===== src/rtl/pixel_bus_transmitter_if.sv =====
// Core-side handshakes and MCU byte bus for the pixel bus transmitter.
// master: the transmitter itself. slave: the core/bus partner.
interface pixel_bus_transmitter_if;
  logic        pixel_valid;
  logic [11:0] pixel_data;
  logic        pixel_ready;
  logic        command_valid;
  logic [7:0]  command_data;
  logic        command_ready;
  logic [7:0]  bus_out;
  logic        bus_oe;
  logic        bus_clock;
  logic        bus_command_data;
  logic        busy;

  modport master (
    input  pixel_valid, pixel_data, command_valid, command_data,
    output pixel_ready, command_ready, bus_out, bus_oe, bus_clock, bus_command_data, busy
  );

  modport slave (
    output pixel_valid, pixel_data, command_valid, command_data,
    input  pixel_ready, command_ready, bus_out, bus_oe, bus_clock, bus_command_data, busy
  );
endinterface


===== src/rtl/pixel_bus_transmitter.sv =====
// Serialises 12-bit pixels (two bytes: [11:4], then {4'b0,[3:0]}) and command bytes onto
// the MCU byte bus with a generated bus clock. Commands win only at pixel boundaries.
module pixel_bus_transmitter #(
  parameter int unsigned FIFO_DEPTH    = 8,
  parameter int unsigned CLOCK_DIVIDER = 2
) (
  input logic                      system_clock,
  input logic                      reset,
  pixel_bus_transmitter_if.master  bus_if
);

  localparam int unsigned PtrW = (FIFO_DEPTH > 1) ? $clog2(FIFO_DEPTH) : 1;
  localparam int unsigned CntW = $clog2(FIFO_DEPTH) + 1;
  localparam int unsigned DivW = (CLOCK_DIVIDER > 1) ? $clog2(CLOCK_DIVIDER) : 1;
  localparam logic [CntW-1:0] CntFull = CntW'(FIFO_DEPTH);
  localparam logic [DivW-1:0] DivLast = DivW'(CLOCK_DIVIDER - 1);

  typedef enum logic [1:0] {StIdle, StSendHi, StSendLo, StSendCmd} state_e;

  // Pixel FIFO
  logic [11:0]     mem_q [FIFO_DEPTH];
  logic [PtrW-1:0] wr_ptr_q, wr_ptr_d, rd_ptr_q, rd_ptr_d;
  logic [CntW-1:0] count_q, count_d;
  logic            fifo_push, fifo_pop;
  logic [11:0]     fifo_head;

  // Command holding register
  logic [7:0] cmd_q, cmd_d;
  logic       cmd_full_q, cmd_full_d;
  logic       cmd_push, cmd_launch;

  // Byte sequencer
  state_e          state_q, state_d;
  logic [DivW-1:0] div_q, div_d;
  logic            phase_q, phase_d;  // 0 = low half, 1 = high half of bus_clock
  logic [11:0]     pix_q, pix_d;
  logic [7:0]      bus_out_q, bus_out_d;
  logic            bus_oe_q, bus_oe_d;
  logic            bus_clock_q, bus_clock_d;
  logic            bus_cd_q, bus_cd_d;

  assign fifo_push = bus_if.pixel_valid && bus_if.pixel_ready;
  assign cmd_push  = bus_if.command_valid && !cmd_full_q;
  assign fifo_head = mem_q[rd_ptr_q];

  // FIFO storage; contents need no reset since count gates every read
  always_ff @(posedge system_clock) begin
    if (fifo_push) begin
      mem_q[wr_ptr_q] <= bus_if.pixel_data;
    end
  end

  // FIFO pointer and occupancy update
  always_comb begin
    wr_ptr_d = wr_ptr_q;
    rd_ptr_d = rd_ptr_q;
    count_d  = count_q;
    if (fifo_push) wr_ptr_d = wr_ptr_q + PtrW'(1);
    if (fifo_pop)  rd_ptr_d = rd_ptr_q + PtrW'(1);
    case ({fifo_push, fifo_pop})
      2'b10:   count_d = count_q + CntW'(1);
      2'b01:   count_d = count_q - CntW'(1);
      default: count_d = count_q;
    endcase
  end

  // Command register: load on handshake, empty once its byte is launched
  always_comb begin
    cmd_d      = cmd_q;
    cmd_full_d = cmd_full_q;
    if (cmd_launch) begin
      cmd_full_d = 1'b0;
    end else if (cmd_push) begin
      cmd_d      = bus_if.command_data;
      cmd_full_d = 1'b1;
    end
  end

  // Sequencer next state; bus outputs are registered so each byte is stable from its
  // first low-phase cycle
  always_comb begin
    state_d     = state_q;
    div_d       = div_q;
    phase_d     = phase_q;
    pix_d       = pix_q;
    bus_out_d   = bus_out_q;
    bus_oe_d    = bus_oe_q;
    bus_clock_d = bus_clock_q;
    bus_cd_d    = bus_cd_q;
    fifo_pop    = 1'b0;
    cmd_launch  = 1'b0;
    case (state_q)
      StIdle: begin
        div_d       = '0;
        phase_d     = 1'b0;
        bus_oe_d    = 1'b0;
        bus_clock_d = 1'b0;
        if (cmd_full_q) begin
          cmd_launch = 1'b1;
          state_d    = StSendCmd;
          bus_out_d  = cmd_q;
          bus_cd_d   = 1'b1;
          bus_oe_d   = 1'b1;
        end else if (count_q != '0) begin
          fifo_pop  = 1'b1;
          pix_d     = fifo_head;
          state_d   = StSendHi;
          bus_out_d = fifo_head[11:4];
          bus_cd_d  = 1'b0;
          bus_oe_d  = 1'b1;
        end
      end
      StSendHi, StSendLo, StSendCmd: begin
        if (div_q == DivLast) begin
          div_d = '0;
          if (!phase_q) begin
            phase_d     = 1'b1;
            bus_clock_d = 1'b1;
          end else begin
            phase_d     = 1'b0;
            bus_clock_d = 1'b0;
            if (state_q == StSendHi) begin
              // Low byte follows directly; a pending command never splits a pixel
              state_d   = StSendLo;
              bus_out_d = {4'b0000, pix_q[3:0]};
            end else begin
              state_d  = StIdle;
              bus_oe_d = 1'b0;
            end
          end
        end else begin
          div_d = div_q + DivW'(1);
        end
      end
      default: state_d = StIdle;
    endcase
  end

  // State registers, all cleared asynchronously
  always_ff @(posedge system_clock or posedge reset) begin
    if (reset) begin
      wr_ptr_q    <= '0;
      rd_ptr_q    <= '0;
      count_q     <= '0;
      cmd_q       <= '0;
      cmd_full_q  <= 1'b0;
      state_q     <= StIdle;
      div_q       <= '0;
      phase_q     <= 1'b0;
      pix_q       <= '0;
      bus_out_q   <= '0;
      bus_oe_q    <= 1'b0;
      bus_clock_q <= 1'b0;
      bus_cd_q    <= 1'b0;
    end else begin
      wr_ptr_q    <= wr_ptr_d;
      rd_ptr_q    <= rd_ptr_d;
      count_q     <= count_d;
      cmd_q       <= cmd_d;
      cmd_full_q  <= cmd_full_d;
      state_q     <= state_d;
      div_q       <= div_d;
      phase_q     <= phase_d;
      pix_q       <= pix_d;
      bus_out_q   <= bus_out_d;
      bus_oe_q    <= bus_oe_d;
      bus_clock_q <= bus_clock_d;
      bus_cd_q    <= bus_cd_d;
    end
  end

  assign bus_if.pixel_ready      = (count_q != CntFull);
  assign bus_if.command_ready    = !cmd_full_q;
  assign bus_if.bus_out          = bus_out_q;
  assign bus_if.bus_oe           = bus_oe_q;
  assign bus_if.bus_clock        = bus_clock_q;
  assign bus_if.bus_command_data = bus_cd_q;
  assign bus_if.busy             = (state_q != StIdle) || (count_q != '0) || cmd_full_q;

endmodule


===== src/flat_wrapper.sv =====
// flat-port wrapper written by rule: the top's interface ports become plain ports
module pixel_bus_transmitter_flat 
#(
  parameter int unsigned FIFO_DEPTH    = 8,
  parameter int unsigned CLOCK_DIVIDER = 2
)
  (system_clock, reset, bus_if_pixel_valid, bus_if_pixel_data, bus_if_command_valid, bus_if_command_data, bus_if_pixel_ready, bus_if_command_ready, bus_if_bus_out, bus_if_bus_oe, bus_if_bus_clock, bus_if_bus_command_data, bus_if_busy);
  pixel_bus_transmitter_if bus_if_i ();
  input logic system_clock;
  input logic reset;
  input wire logic [$bits(bus_if_i.pixel_valid)-1:0] bus_if_pixel_valid;
  input wire logic [$bits(bus_if_i.pixel_data)-1:0] bus_if_pixel_data;
  input wire logic [$bits(bus_if_i.command_valid)-1:0] bus_if_command_valid;
  input wire logic [$bits(bus_if_i.command_data)-1:0] bus_if_command_data;
  output wire logic [$bits(bus_if_i.pixel_ready)-1:0] bus_if_pixel_ready;
  output wire logic [$bits(bus_if_i.command_ready)-1:0] bus_if_command_ready;
  output wire logic [$bits(bus_if_i.bus_out)-1:0] bus_if_bus_out;
  output wire logic [$bits(bus_if_i.bus_oe)-1:0] bus_if_bus_oe;
  output wire logic [$bits(bus_if_i.bus_clock)-1:0] bus_if_bus_clock;
  output wire logic [$bits(bus_if_i.bus_command_data)-1:0] bus_if_bus_command_data;
  output wire logic [$bits(bus_if_i.busy)-1:0] bus_if_busy;
  assign bus_if_i.pixel_valid = bus_if_pixel_valid;
  assign bus_if_i.pixel_data = bus_if_pixel_data;
  assign bus_if_i.command_valid = bus_if_command_valid;
  assign bus_if_i.command_data = bus_if_command_data;
  assign bus_if_pixel_ready = bus_if_i.pixel_ready;
  assign bus_if_command_ready = bus_if_i.command_ready;
  assign bus_if_bus_out = bus_if_i.bus_out;
  assign bus_if_bus_oe = bus_if_i.bus_oe;
  assign bus_if_bus_clock = bus_if_i.bus_clock;
  assign bus_if_bus_command_data = bus_if_i.bus_command_data;
  assign bus_if_busy = bus_if_i.busy;
  pixel_bus_transmitter #(.FIFO_DEPTH(FIFO_DEPTH), .CLOCK_DIVIDER(CLOCK_DIVIDER)) u_core (.system_clock(system_clock), .reset(reset), .bus_if(bus_if_i));
endmodule

===== config.mk =====
export PLATFORM = sky130hd
export DESIGN_NAME = pixel_bus_transmitter_flat
export DESIGN_NICKNAME = d
export VERILOG_FILES = /design/src/rtl/pixel_bus_transmitter_if.sv /design/src/rtl/pixel_bus_transmitter.sv /design/src/flat_wrapper.sv
export SDC_FILE = /design/constraint.sdc
export NUM_CORES = 1
export LEC_CHECK = 0
export CORE_MARGIN = 5
export CORE_UTILIZATION = 52
export DETAILED_ROUTE_END_ITERATION = 8
export GPL_TIMING_DRIVEN = 0
export HOLD_SLACK_MARGIN = 0.15
export MAX_ROUTING_LAYER = met4
export PLACE_DENSITY = 0.73
export SYNTH_ARGS = -nofsm -noshare
export SYNTH_HDL_FRONTEND = slang
export SYNTH_SLANG_ARGS = --single-unit

===== constraint.sdc =====
create_clock -name system_clock -period 2.39 [get_ports system_clock]
set_input_delay 0.478 -clock system_clock [delete_from_list [all_inputs] [get_ports system_clock]]
set_output_delay 0.478 -clock system_clock [all_outputs]
set_load 0.1 [all_outputs]

==> reports/metrics.yaml <==
yosys:
  synth_edf_count: 96
  synth_top_area_frac: 0.5392
  synth_fp_nets: 328
  syn_avg_cell_area_um2: 17.88
  ys_warn_count: 0
  synth_cell_type_count: 39
  ys_seq_area_frac: 0.7124
  synth_ff_type: "edfxtp_1"
  synth_cells: 299
  synth_area_leaders: "edfxtp_1 54%, dfrtp_1 17%, mux4_2 10%, mux2_2 2.9%, mux2i_1 1.5%"
  async_flop_share: 0.2782
  ys_ff_latch: 133
  synth_area_mm2: 0.005346
  synth_top_area_cell: "edfxtp_1"
critical_path:
  cp.required_ps: 2510
  cp.arrival_ps: 2430
  rrSetupSlack_ps: 80
  critical_path.max_fanout: 12
  cp-end-kind: "flop"
  r2r_cells: 3
  rr_startpoint: "u_core.count_q[3]$_DFFE_PP0P_"
  worstReg2RegEnd: "u_core.mem_q[5][3]$_DFFE_PP_"
  path_cells: "or4b_4, nand3_1, nor2_1"
  critPathLaunchType: "flop"
  crit_type: "reg -> reg"
  cpPeakStageDelay_ps: 1060
  critPathSlowestCell: "nor2_1"
placed_design:
  portBuffers: 37
  dpl.cell_count: 473
  dp_slack_ps: -530.8
  dpl_cell_area_mm2: 0.005942
  hpwl_um: 6011
  gp_congestion: 0.7610
sta:
  final-hold-violation-count: 0
  fin_ws_ps: 80.26
  finalSetupViolations: 0
  maxSlewViolCount: 0
  fmax_mhz: 433.0
  slew_headroom: 0.1004
  worst-slew-pin-transition_ps: 1345
  fin_crit_ps: 2310
  finClkSkew_ps: 10.86
  period_share: 0.9664
  rsz0062_at_grt: "yes"
clocking:
  hold_buffers: 0
  ctsLongestPathBuffers: 2
  clk_latency_ps: 520
  h-tree-depth: 4
  clk_pin_slew_ps: 60
  cts_made_buffers: 17
  cts.sinks: 133
  cts_tree: "done"
  clockRootBuffer: "clkbuf_8"
detailed_routing:
  drt-wirelength-per-cell_um: 18.80
  drtIter0Drc: 130
  ant_nets: 0
  via_count: 2827
  viasPerCell: 5.468
  routed_wirelength_um: 9718
  drcViolationCount: 0
  drt_pass1_iterations: 4
layout:
  fin_util: 0.6539
  mostFrequentLayoutCells: "96 x edfxtp_1, 32 x dfrtp_1, 24 x mux4_2"
  layout.cells.non_filler: 517
  n_antenna_cell: 0
  design_area_mm2: 0.006660
  synthToLayoutAreaGrowth_pct: 24.57
  layout_commonest_cell: "edfxtp_1"
  drive_gt1_frac: 0.3228
  fill_cells: 706
  nets: 397
power:
  power_density_mw_per_mm2: 1375
  p_leak_uw: 0.002403
  total_power_uw: 9160
  peakVddDrop_v: 0.0009092
floorplan:
  coreArea_mm2: 0.01018
  rows: 37
  start_util: 0.5249
  die_w_um: 111.4
  chipHeight_um: 111.4
  dieArea_mm2: 0.01241
  io_pins: 38
global_routing:
  grt_pass1_wl_um: 15990
  antenna_found_initial: 0
  grt_pass1_vias: 2954
  overflow: 0
  grt_use_total: 0.1762
  grt_start_max_net_pins: 38
outcome:
  status: "complete, no violations"
worst_hold_path:
  min_path_type: "in -> async"
job:
  maxCapViolCount: 0
## per-layer routing
metal	wire (µm)	share of wire	vias up	GRT usage
li1	-	-	1311	-
met1	4191	0.43	1428	0.2238
met2	4892	0.50	77	0.2758
met3	508	0.052	11	0.04837
met4	125	0.013	0	0.06326
met5	0	0	-	-
## power by group
| group | switching (µW) | internal (µW) | total [µW] |
|---|---|---|---|
| registers | 322 | 3060 | 3380 |
| logic | 1920 | 1260 | 3180 |
| clock network | 1070 | 1540 | 2600 |
## stage by stage
step / TNS, ps / hold slack, ps
2_1_floorplan: 0 / 472.2
3_3_place_gp: -41820 / 484.5
3_5_place_dp: -32930 / 491.9
4_1_cts: 0 / 432.2
5_1_grt: -233.9 / 516.5
6_report: 0 / 417.0
## worst max-delay path by stage
stage | slack [ps] | endpoint | start
2_1_floorplan | 5 | u_core.count_q[2]$_DFFE_PP0P_ | u_core.count_q[0]$_DFFE_PP0P_
5_1_grt | -40 | u_core.count_q[2]$_DFFE_PP0P_ | u_core.count_q[0]$_DFFE_PP0P_
6_report | 80 | u_core.mem_q[5][3]$_DFFE_PP_ | u_core.count_q[3]$_DFFE_PP0P_
4_1_cts | 10 | u_core.count_q[2]$_DFFE_PP0P_ | u_core.count_q[1]$_DFFE_PP0P_
3_5_place_dp | -530 | u_core.mem_q[6][10]$_DFFE_PP_ | bus_if_pixel_valid
3_3_place_gp | -850 | u_core.mem_q[1][3]$_DFFE_PP_ | bus_if_pixel_valid
## final cells by class
cell class	count	area, µm²	share of cell area
Clock inverter	15	186.4	0.02799
Clock buffer	17	414.1	0.06218
Tap cell	136	170.2	0.02555
Multi-Input combinational cell	149	1499	0.2251
Inverter	4	17.52	0.002630
Buffer	11	80.08	0.01202
Timing Repair Buffer	52	475.5	0.07139
Sequential cell	133	3817	0.5732
## critical path: cells and delay by family, from the launching register on
family	cells	cell delay, ps
DFF	1	440
and+or+nand+nor	3	1470
## flip-flops by register name, indices dropped and copies added (netlist names), 2 cells and up
register / flops
u_core.cmd_q: 8
u_core.wr_ptr_q: 3
u_core.count_q: 4
u_core.pix_q: 4
u_core.bus_if.bus_out: 8
u_core.mem_q: 96
u_core.rd_ptr_q: 3
u_core.state_q: 2
## repair_timing
action / in CTS / in global routing
setup buffers: 8 / 6
pin swaps: 5 / 7
gates resized for setup: 36 / 5
endpoints found under the setup margin: 65 / 40
## synth_stat cells (2+ instances only)
| cell type | count |
|---|---|
| edfxtp_1 | 96 |
| dfrtp_1 | 37 |
| mux4_2 | 24 |
| nor2_1 | 20 |
| mux2_2 | 14 |
| a21oi_1 | 13 |
| nand2_1 | 13 |
| mux2i_1 | 8 |
| o21ai_0 | 7 |
| buf_2 | 6 |
| a32oi_1 | 5 |
| ha_1 | 5 |
| xnor2_1 | 5 |
| a31oi_1 | 4 |
| and3_1 | 4 |
| buf_6 | 4 |
| xor2_1 | 4 |
| clkbuf_1 | 3 |
| inv_1 | 3 |
| nand2b_1 | 2 |
| nand3_1 | 2 |
| nor3_1 | 2 |
| or2_2 | 2 |
## kinds of logic after synthesis
group / synth area share
and+or+nand+nor: 0.05172
buffers and inverters: 0.01895
DFF: 0.7124
xor gates and xnor gates: 0.01474
adders and majority gates: 0.01170
muxes: 0.1484
AOI/OAI and AO/OA: 0.04212
No activity file was read; power rests on OpenSTA's default activity.
